## src/rtl/mem_port_arbiter.sv

```systemverilog
// Single-port memory arbiter between an instruction-fetch and a data-access master.
// Data requests win over fetch requests. Fetches can be flushed while in flight; the
// memory handshake is still completed, but the result is discarded. Each transaction
// that waits too long for mem_ready is aborted with a bus_err pulse.
module mem_port_arbiter #(
  parameter int unsigned TIMEOUT = 16
) (
  input  logic        clk,
  input  logic        rst,
  input  logic        if_req,
  input  logic [31:0] if_addr,
  input  logic        flush_IF,
  input  logic        dmem_req,
  input  logic        dmem_we,
  input  logic [31:0] dmem_addr,
  input  logic [31:0] dmem_wdata,
  input  logic [3:0]  dmem_be,
  output logic        mem_req,
  output logic        mem_we,
  output logic [31:0] mem_addr,
  output logic [31:0] mem_wdata,
  output logic [3:0]  mem_be,
  input  logic        mem_ready,
  input  logic [31:0] mem_rdata,
  output logic        if_valid,
  output logic [31:0] if_rdata,
  output logic        dmem_valid,
  output logic [31:0] dmem_rdata,
  output logic        stall_IF,
  output logic        stall_MEM,
  output logic        bus_err
);

  // The last wait cycle before abort: TIMEOUT wait cycles in total.
  localparam logic [7:0] CntLast = 8'(TIMEOUT - 1);

  typedef enum logic [1:0] {
    StIdle,
    StIfBusy,
    StDBusy,
    StIfDrop
  } state_e;

  state_e      state_q, state_d;
  logic        mem_req_q, mem_req_d;
  logic        mem_we_q, mem_we_d;
  logic [31:0] mem_addr_q, mem_addr_d;
  logic [31:0] mem_wdata_q, mem_wdata_d;
  logic [3:0]  mem_be_q, mem_be_d;
  logic        if_valid_q, if_valid_d;
  logic [31:0] if_rdata_q, if_rdata_d;
  logic        dmem_valid_q, dmem_valid_d;
  logic [31:0] dmem_rdata_q, dmem_rdata_d;
  logic        bus_err_q, bus_err_d;
  logic [7:0]  cnt_q, cnt_d;
  logic        timeout;

  assign timeout = (cnt_q == CntLast);

  // Next-state, request register and completion logic.
  always_comb begin
    state_d      = state_q;
    mem_req_d    = mem_req_q;
    mem_we_d     = mem_we_q;
    mem_addr_d   = mem_addr_q;
    mem_wdata_d  = mem_wdata_q;
    mem_be_d     = mem_be_q;
    if_valid_d   = 1'b0;
    if_rdata_d   = if_rdata_q;
    dmem_valid_d = 1'b0;
    dmem_rdata_d = dmem_rdata_q;
    bus_err_d    = 1'b0;
    cnt_d        = cnt_q;

    unique case (state_q)
      StIdle: begin
        // A held request is still high while its valid pulse is out; skip that cycle.
        if (!if_valid_q && !dmem_valid_q) begin
          if (dmem_req) begin
            state_d     = StDBusy;
            mem_req_d   = 1'b1;
            mem_we_d    = dmem_we;
            mem_addr_d  = dmem_addr;
            mem_wdata_d = dmem_wdata;
            mem_be_d    = dmem_be;
            cnt_d       = 8'd0;
          end else if (if_req && !flush_IF) begin
            state_d     = StIfBusy;
            mem_req_d   = 1'b1;
            mem_we_d    = 1'b0;
            mem_addr_d  = if_addr;
            mem_wdata_d = 32'd0;
            mem_be_d    = 4'hF;
            cnt_d       = 8'd0;
          end
        end
      end

      StDBusy: begin
        if (mem_ready) begin
          state_d      = StIdle;
          mem_req_d    = 1'b0;
          mem_we_d     = 1'b0;
          dmem_valid_d = 1'b1;
          dmem_rdata_d = mem_we_q ? 32'd0 : mem_rdata;
        end else if (timeout) begin
          state_d      = StIdle;
          mem_req_d    = 1'b0;
          mem_we_d     = 1'b0;
          dmem_valid_d = 1'b1;
          dmem_rdata_d = 32'd0;
          bus_err_d    = 1'b1;
        end else begin
          cnt_d = cnt_q + 8'd1;
        end
      end

      StIfBusy: begin
        if (mem_ready) begin
          state_d   = StIdle;
          mem_req_d = 1'b0;
          // Flush in the completing cycle discards the data.
          if (!flush_IF) begin
            if_valid_d = 1'b1;
            if_rdata_d = mem_rdata;
          end
        end else if (timeout) begin
          state_d    = StIdle;
          mem_req_d  = 1'b0;
          bus_err_d  = 1'b1;
          if (!flush_IF) begin
            if_valid_d = 1'b1;
            if_rdata_d = 32'd0;
          end
        end else begin
          cnt_d = cnt_q + 8'd1;
          if (flush_IF) state_d = StIfDrop;
        end
      end

      StIfDrop: begin
        // Memory must still see the handshake through; nothing is returned.
        if (mem_ready) begin
          state_d   = StIdle;
          mem_req_d = 1'b0;
        end else if (timeout) begin
          state_d   = StIdle;
          mem_req_d = 1'b0;
          bus_err_d = 1'b1;
        end else begin
          cnt_d = cnt_q + 8'd1;
        end
      end

      default: state_d = StIdle;
    endcase
  end

  // State and output registers with synchronous reset.
  always_ff @(posedge clk) begin
    if (rst) begin
      state_q      <= StIdle;
      mem_req_q    <= 1'b0;
      mem_we_q     <= 1'b0;
      mem_addr_q   <= 32'd0;
      mem_wdata_q  <= 32'd0;
      mem_be_q     <= 4'd0;
      if_valid_q   <= 1'b0;
      if_rdata_q   <= 32'd0;
      dmem_valid_q <= 1'b0;
      dmem_rdata_q <= 32'd0;
      bus_err_q    <= 1'b0;
      cnt_q        <= 8'd0;
    end else begin
      state_q      <= state_d;
      mem_req_q    <= mem_req_d;
      mem_we_q     <= mem_we_d;
      mem_addr_q   <= mem_addr_d;
      mem_wdata_q  <= mem_wdata_d;
      mem_be_q     <= mem_be_d;
      if_valid_q   <= if_valid_d;
      if_rdata_q   <= if_rdata_d;
      dmem_valid_q <= dmem_valid_d;
      dmem_rdata_q <= dmem_rdata_d;
      bus_err_q    <= bus_err_d;
      cnt_q        <= cnt_d;
    end
  end

  assign mem_req    = mem_req_q;
  assign mem_we     = mem_we_q;
  assign mem_addr   = mem_addr_q;
  assign mem_wdata  = mem_wdata_q;
  assign mem_be     = mem_be_q;
  assign if_valid   = if_valid_q;
  assign if_rdata   = if_rdata_q;
  assign dmem_valid = dmem_valid_q;
  assign dmem_rdata = dmem_rdata_q;
  assign bus_err    = bus_err_q;

  assign stall_IF  = if_req & ~if_valid_q;
  assign stall_MEM = dmem_req & ~dmem_valid_q;

endmodule

```

## config.mk

```make
export PLATFORM = sky130hd
export DESIGN_NAME = mem_port_arbiter
export DESIGN_NICKNAME = d
export VERILOG_FILES = /design/src/rtl/mem_port_arbiter.sv
export SDC_FILE = /design/constraint.sdc
export NUM_CORES = 1
export LEC_CHECK = 0
export CAP_MARGIN = 30
export CORE_MARGIN = 4
export CORE_UTILIZATION = 41
export CTS_CLUSTER_DIAMETER = 30
export CTS_CLUSTER_SIZE = 40
export DETAILED_ROUTE_END_ITERATION = 16
export PLACE_DENSITY = 0.81
export REMOVE_ABC_BUFFERS = 1
export SETUP_SLACK_MARGIN = 0.4
export SLEW_MARGIN = 20
export SYNTH_ARGS = -nofsm -noshare
export SYNTH_HDL_FRONTEND = slang
export SYNTH_SLANG_ARGS = --single-unit
```

## constraint.sdc

```tcl
create_clock -name clk -period 2.05 [get_ports clk]
set_input_delay 0.41 -clock clk [delete_from_list [all_inputs] [get_ports clk]]
set_output_delay 0.41 -clock clk [all_outputs]
set_load 0.05 [all_outputs]
```

==> impl_metrics.py, run 1 <==
metrics = {
    "outcome": {
        "outcome": "complete, no violations",
    },
    "power_and_ir_drop": {
        "p_leak_nw": 3.66,
        "p_sw_frac": 0.318,
        "power_frac_comb": 0.245,
        "seq_power_share": 0.385,
        "switchingPower_w": 0.00259,
        "totalPowerFinal_w": 0.00817,
        "ir_worst_vdd_mv": 0.645,
        "powerDensity_nw_per_um2": 842,
        "pwr-share-clk": 0.370,
        "p_int_w": 0.00557,
    },
    "synth": {
        "async_reset_ff_frac": 0,
        "syn_area_per_cell_um2": 10.1,
        "synth_ff_type": "dfxtp_1",
        "synth_edf_count": 0,
        "yosysTopAreaCell": "dfxtp_1",
        "synth_area_um2": 5790,
        "ys_types": 50,
        "yosys.area.top_type_share": 0.508,
        "ys_seq_area_frac": 0.508,
        "synthTopCellsByCount": "147 x dfxtp_1, 79 x nor2_1, 35 x a211oi_1",
        "synth-seq-cells": 147,
        "syn_inst": 576,
        "synth_warnings": 0,
        "synthTopCellsByArea": "dfxtp_1 51%, mux2i_1 5.5%, nor2_1 5.1%, a22o_1 4.8%, a211oi_1 4.5%",
        "yosysMostFrequentCell": "dfxtp_1",
    },
    "setup_path": {
        "worstSetupPathType": "reg -> reg",
        "required_ns": 2.36,
        "setup.worst_path.start": "cnt_q[4]",
        "crit_path_start_kind": "flop",
        "crit_fanout": 4,
        "r2r_start": "cnt_q[4]",
        "critPathArrivalTime_ns": 1.96,
        "endpoint_kind": "flop",
    },
    "sta": {
        "hold_viol_final": 0,
        "slew_violations": 0,
        "max_freq_mhz": 605,
        "setup_viol": 0,
        "period_share": 0.806,
        "rsz0062_at_grt": "yes",
        "worstMarginPinSlew_ns": 0.576,
        "fin_skew_ns": 0.0122,
        "layout_setup_ws_ns": 0.398,
        "slew_headroom": 0.616,
        "hold_slack_ns": 0.363,
        "finalCriticalPeriod_ns": 1.65,
    },
    "grt": {
        "antenna_found_initial": 0,
        "grt_max_degree": 50,
        "grt_pass1_wl_um": 30400,
        "grt_usage": 0.234,
        "grt_pass1_vias": 5794,
        "grt-ovfl-total": 0,
    },
    "cts": {
        "cts_buffers": 17,
        "clk_pin_slew_worst_paths_ns": 0.07,
        "clock_latency_ns": 0.42,
        "clockRootBuffer": "clkbuf_16",
        "cts_buffer_depth": 2,
        "cts_hold_buffers": 0,
        "h-tree-depth": 4,
        "cts_sinks": 147,
        "cts_tree": "yes",
    },
    "final_layout": {
        "syn_to_final_growth_pct": 67.6,
        "n_antenna_cell": 0,
        "final_util": 0.699,
        "drive_gt1_frac": 0.303,
        "fin_area_um2": 9710,
        "num-nets-final": 988,
    },
    "route": {
        "ant_nets": 0,
        "met2_length_um": 9660,
        "wl_per_cell_um": 18.9,
        "dr.pass1.iters": 5,
        "wl_met1_um": 7560,
        "wl_met3_um": 1920,
        "finalWirelength_um": 19700,
        "routed_via_density": 5.48,
        "highest_layer": "met4",
        "via_count": 5707,
        "drtIter0Drc": 333,
        "drcViolationCount": 0,
    },
    "placement": {
        "hpwl_um": 13400,
        "io_buffers": 277,
        "gp_congestion": 0.891,
        "place_ws_ns": -0.00786,
        "placed_area_um2": 8700,
    },
    "die": {
        "coreArea_um2": 13900,
        "die_w_um": 127,
        "start_util": 0.417,
        "die-area_um2": 16100,
        "ios": 278,
        "rows": 43,
        "die_h_um": 127,
    },
    "worst_hold_path": {
        "worstHoldPathType": "in -> reg",
        "min-delay-start": "rst",
    },
    "job": {
        "maxCapViolations": 0,
    },
}
## cell families (layout without fill, tap and decap cells)
| family | Yosys count | count (layout) | synth area share |
|---|---|---|---|
| adder cells (fa/ha/maj) | 1 | 1 | 0.00216 |
| buffers and inverters | 57 | 342 | 0.0577 |
| AND/OR/NAND/NOR | 181 | 181 | 0.163 |
| multiplexers | 33 | 33 | 0.0573 |
| flip-flops | 147 | 147 | 0.508 |
| AO/OA/AOI/OAI | 157 | 157 | 0.212 |
## final timing paths
kind / endpoint / slack (ns) / cells after the start
max: cnt_q[4] / 0.40 / 6
min: mem_wdata[16] / 0.36 / 2
max reg2reg: cnt_q[4] / 0.40 / 6
min reg2reg: dmem_rdata[12] / 0.48 / 2
## cell usage in the layout, fill, tap and decap left out, types with 3 or more instances in the layout
master,instances
a211oi_1,34
a21oi_1,5
a22o_1,32
a22oi_1,33
buf_12,11
buf_2,3
buf_4,20
clkbuf_16,18
clkdlybuf4s15_2,133
clkdlybuf4s50_1,136
clkinv_2,3
clkinvlp_4,3
dfxtp_1,141
dfxtp_2,4
inv_6,3
mux2i_1,32
nand2_1,6
nand2b_1,33
nand3_1,5
nand4_1,33
nor2_1,76
nor2_2,3
o21ai_0,6
o21ai_2,31
o22ai_1,4
## flip-flops by register name, indices dropped and copies added, names as in the netlist
register / count
if_valid: 1
mem_req: 1
mem_we: 1
mem_be: 4
dmem_rdata: 32
mem_addr: 32
state_q: 2
mem_wdata: 32
bus_err: 1
if_rdata: 32
cnt_q: 8
dmem_valid: 1
## critical path, cell delays in order, from the launching register on
cell and delay (ns):
dfxtp_4 0.36, nor4_4 0.38, buf_4 0.20, a211o_1 0.19, buf_4 0.14, nand2_1 0.05, a311oi_1 0.24
## power groups by stage
stage	sequential [W]	clock [W]	combinational, W
2_1_floorplan	0.00378	0	0.000458
4_1_cts	0.00314	0.00305	0.00197
5_1_grt	0.00316	0.00321	0.00211
3_3_place_gp	0.00319	0	0.00191
6_report	0.00314	0.00302	0.00200
3_5_place_dp	0.00320	0	0.00195
## area by class of cell
type                    count  area (um^2)
clock buffers              19          453
clock inverters            13          123
fillers                   979         4180
inverters                   1         3.75
multi-input cells         372         2590
flip-flops and latches    147         2960
well taps                 180          225
repair buffers            309         3360
## through the flow
step / cells / setup TNS (ns)
floorplan: 520 / -40.77
global placement: 995 / 0
detailed placement: 995 / -0.00860
CTS: 1034 / 0
global route: 1041 / 0
finish: 1041 / 0
## per-layer routing
| metal | GRT usage | vias up |
|---|---|---|
| met5 | 0 | - |
| met4 | 0.0801 | 0 |
| met3 | 0.0863 | 45 |
| met2 | 0.403 | 307 |
| met1 | 0.268 | 2704 |
| li1 | - | 2651 |
## timing repair
action,CTS,global route
setup endpoints to repair,272,125
gates resized for setup,416,21
buffers inserted,5,6
gates cloned,2,1
pin swaps,1,10
(Power assumes the default switching activity.)
==> run 2, diff against run 1 <==
--- a/config.mk
+++ b/config.mk
@@ -7,11 +7,11 @@
 export LEC_CHECK = 0
 export CAP_MARGIN = 30
 export CORE_MARGIN = 4
-export CORE_UTILIZATION = 41
+export CORE_UTILIZATION = 37
 export CTS_CLUSTER_DIAMETER = 30
 export CTS_CLUSTER_SIZE = 40
 export DETAILED_ROUTE_END_ITERATION = 16
-export PLACE_DENSITY = 0.81
+export PLACE_DENSITY = 0.77
 export REMOVE_ABC_BUFFERS = 1
 export SETUP_SLACK_MARGIN = 0.4
 export SLEW_MARGIN = 20
==> constraint.sdc (replaced) <==
create_clock -name clk -period 1.4 [get_ports clk]
set_input_delay 0.28 -clock clk [delete_from_list [all_inputs] [get_ports clk]]
set_output_delay 0.28 -clock clk [all_outputs]
set_load 0.05 [all_outputs]
==> run 2 against run 1 <==
  * Largest power group is now combinational cells
  * Final cell count up 18%
  * The flow now finishes with violations (negative setup slack)
  * Sequential power rose by 53%
  * Core utilization rose by 18 points
  * Critical path type unchanged
  * Routed wire length increased by 56%
  * Clock power is 52% higher
  * Sequential cell count is the same
==> impl_metrics.py, run 2 (synthesized netlist as in run 1, its figures left out) <==
metrics = {
    "setup_path": {
        "critPathArrivalTime_ns": 2.05,
        "worstSetupPathType": "reg -> reg",
        "crit_chain": "nor4_4, buf_4, a21o_4, buf_6, buf_12, buf_16, nand4_1, o21ai_2",
        "path_depth": 8,
        "r2r_slack_ns": -0.32,
        "slowest_stage": "dfxtp_2",
        "crit_path_start_kind": "flop",
        "cpLargestDelayFamily": "buffers and inverters",
        "r2r_end": "dmem_rdata[26]",
        "crit_fanout": 5,
        "r2r_start": "cnt_q[6]",
        "crit_path_end": "dmem_rdata[26]",
        "required_ns": 1.74,
        "worstPathBufferInverterCount": 4,
        "max_stage_delay_ns": 0.34,
        "setup.worst_path.start": "cnt_q[6]",
        "endpoint_kind": "flop",
        "reg2reg_depth": 8,
    },
    "grt": {
        "grt-ovfl-total": 0,
        "grt_pass1_vias": 6772,
        "grt_use_met3": 0.113,
        "met1_usage": 0.313,
        "top_usage_layer": "met2",
        "grt_max_degree": 95,
        "grt_pass1_wl_um": 39800,
        "grt_usage": 0.288,
        "antenna_found_initial": 0,
        "use_met2": 0.519,
    },
    "power_and_ir_drop": {
        "pwr-share-clk": 0.318,
        "p_int_w": 0.00975,
        "power_frac_comb": 0.349,
        "powerDensity_nw_per_um2": 1080,
        "switchingPower_w": 0.00464,
        "ir_worst_vdd_mv": 0.825,
        "p_leak_nw": 5.39,
        "seq_power_share": 0.333,
        "p_sw_frac": 0.322,
    },
    "die": {
        "start_util": 0.379,
        "die_w_um": 133,
        "die_h_um": 133,
        "die-area_um2": 17700,
        "rows": 45,
        "ios": 278,
        "coreArea_um2": 15300,
    },
    "final_layout": {
        "syn_to_final_growth_pct": 131,
        "final_common_cell": "buf_12",
        "fin_area_um2": 13400,
        "nFillCells": 604,
        "n_antenna_cell": 0,
        "num-nets-final": 1142,
        "final_cell_mix": "154 x buf_12, 136 x clkdlybuf4s50_1, 114 x buf_4",
        "drive_gt1_frac": 0.620,
    },
    "cts": {
        "cts_hold_buffers": 0,
        "cts_sinks": 147,
        "h-tree-depth": 4,
        "cts_buffer_depth": 2,
        "cts_tree": "yes",
        "clockRootBuffer": "clkbuf_16",
        "cts_buffers": 17,
        "clk_pin_slew_worst_paths_ns": 0.06,
        "clock_latency_ns": 0.43,
    },
    "placement": {
        "place_ws_ns": -0.515,
        "io_buffers": 277,
        "gp_congestion": 0.829,
        "hpwl_um": 14600,
        "placed_area_um2": 10400,
    },
    "route": {
        "ant_nets": 0,
        "wl_per_cell_um": 25.1,
        "routed_via_density": 5.69,
        "finalWirelength_um": 30800,
        "drtIter0Drc": 526,
        "dr.pass1.iters": 5,
        "via_count": 6974,
        "drcViolationCount": 0,
    },
    "sta": {
        "hold_viol_final": 0,
        "fin_skew_ns": 0.0207,
        "setup_viol": 148,
        "max_freq_mhz": 582,
        "period_share": 1.23,
        "finalCriticalPeriod_ns": 1.72,
        "worstMarginPinSlew_ns": 0.527,
        "layout_setup_ws_ns": -0.317,
        "rsz0062_at_grt": "yes",
        "slew_headroom": 0.649,
        "slew_violations": 0,
    },
    "outcome": {
        "outcome": "finished with violations",
        "violations": "negative setup slack",
    },
    "job": {
        "maxCapViolations": 0,
    },
    "worst_hold_path": {
        "worstHoldPathType": "in -> reg",
    },
}
-- run 2: cell types whose count changed in the layout (fill, tap and decap cells not counted), sizes merged, moves of 3 or more --
cell	previous run	this run
inv	5	2
buf	37	316
clkbuf	21	31
clkdlybuf4s15	133	0
-- run 2: worst min-delay path by stage --
| stage | startpoint | endpoint | slack [ns] | cells after the start |
|---|---|---|---|---|
| final | rst | state_q[0] | 0.11 | 2 |
| after global routing | rst | state_q[0] | 0.1 | 2 |
| after CTS | rst | state_q[0] | 0.08 | 2 |
| after detailed placement | dmem_rdata[16] | dmem_rdata[16] | 0.50 | 2 |
| after global placement | dmem_rdata[8] | dmem_rdata[8] | 0.50 | 2 |
| after floorplan | rst | cnt_q[1] | 0.35 | 1 |
-- run 2: through the flow --
step | power (W) | TNS, ns | hold WS [ns] | cells | utilization
final | 0.0144 | -29.40 | 0.110 | 1225 | 0.877
after global routing | 0.0148 | -38.26 | 0.0978 | 1225 | 0.877
after CTS | 0.0138 | -17.69 | 0.0806 | 1168 | 0.821
after detailed placement | 0.00837 | -56.95 | 0.503 | 1058 | 0.683
after global placement | 0.00831 | -55.70 | 0.498 | 1058 | 0.683
after floorplan | 0.00621 | -129.74 | 0.349 | 520 | -
-- run 2: final cells by class --
| cell class | instances | area [um^2] | area share |
|---|---|---|---|
| sequential | 147 | 3200 | 0.239 |
| clock inverter | 11 | 133 | 0.00991 |
| tap | 211 | 264 | 0.0197 |
| multi-input combinational | 372 | 3030 | 0.227 |
| clock buffer | 20 | 437 | 0.0326 |
| inverter | 1 | 3.75 | 0.000281 |
| timing repair buffer | 463 | 6310 | 0.472 |
-- run 2: what timing repair did --
action / 4_1_cts / 5_1_grt
setup endpoints to repair: 286 / 286
setup buffers: 65 / 47
gates cloned: 14 / 10
resized for setup: 242 / 94
endpoints found under the hold margin: 0 / 0
pin swaps: 66 / 70
-- run 2: routing by layer --
layer / routed length (um) / part of all wire
met1: 10800 / 0.35
met2: 15600 / 0.51
met3: 3080 / 0.10
met4: 1290 / 0.042
met5: 0 / 0
-- run 2: power groups by stage --
stage | Combinational [W] | Clock (W) | Sequential [W]
global placement | 0.00350 | 0 | 0.00481
floorplan | 0.000671 | 0 | 0.00554
finish | 0.00502 | 0.00458 | 0.00479
CTS | 0.00447 | 0.00453 | 0.00477
global route | 0.00518 | 0.00478 | 0.00481
detailed placement | 0.00355 | 0 | 0.00482
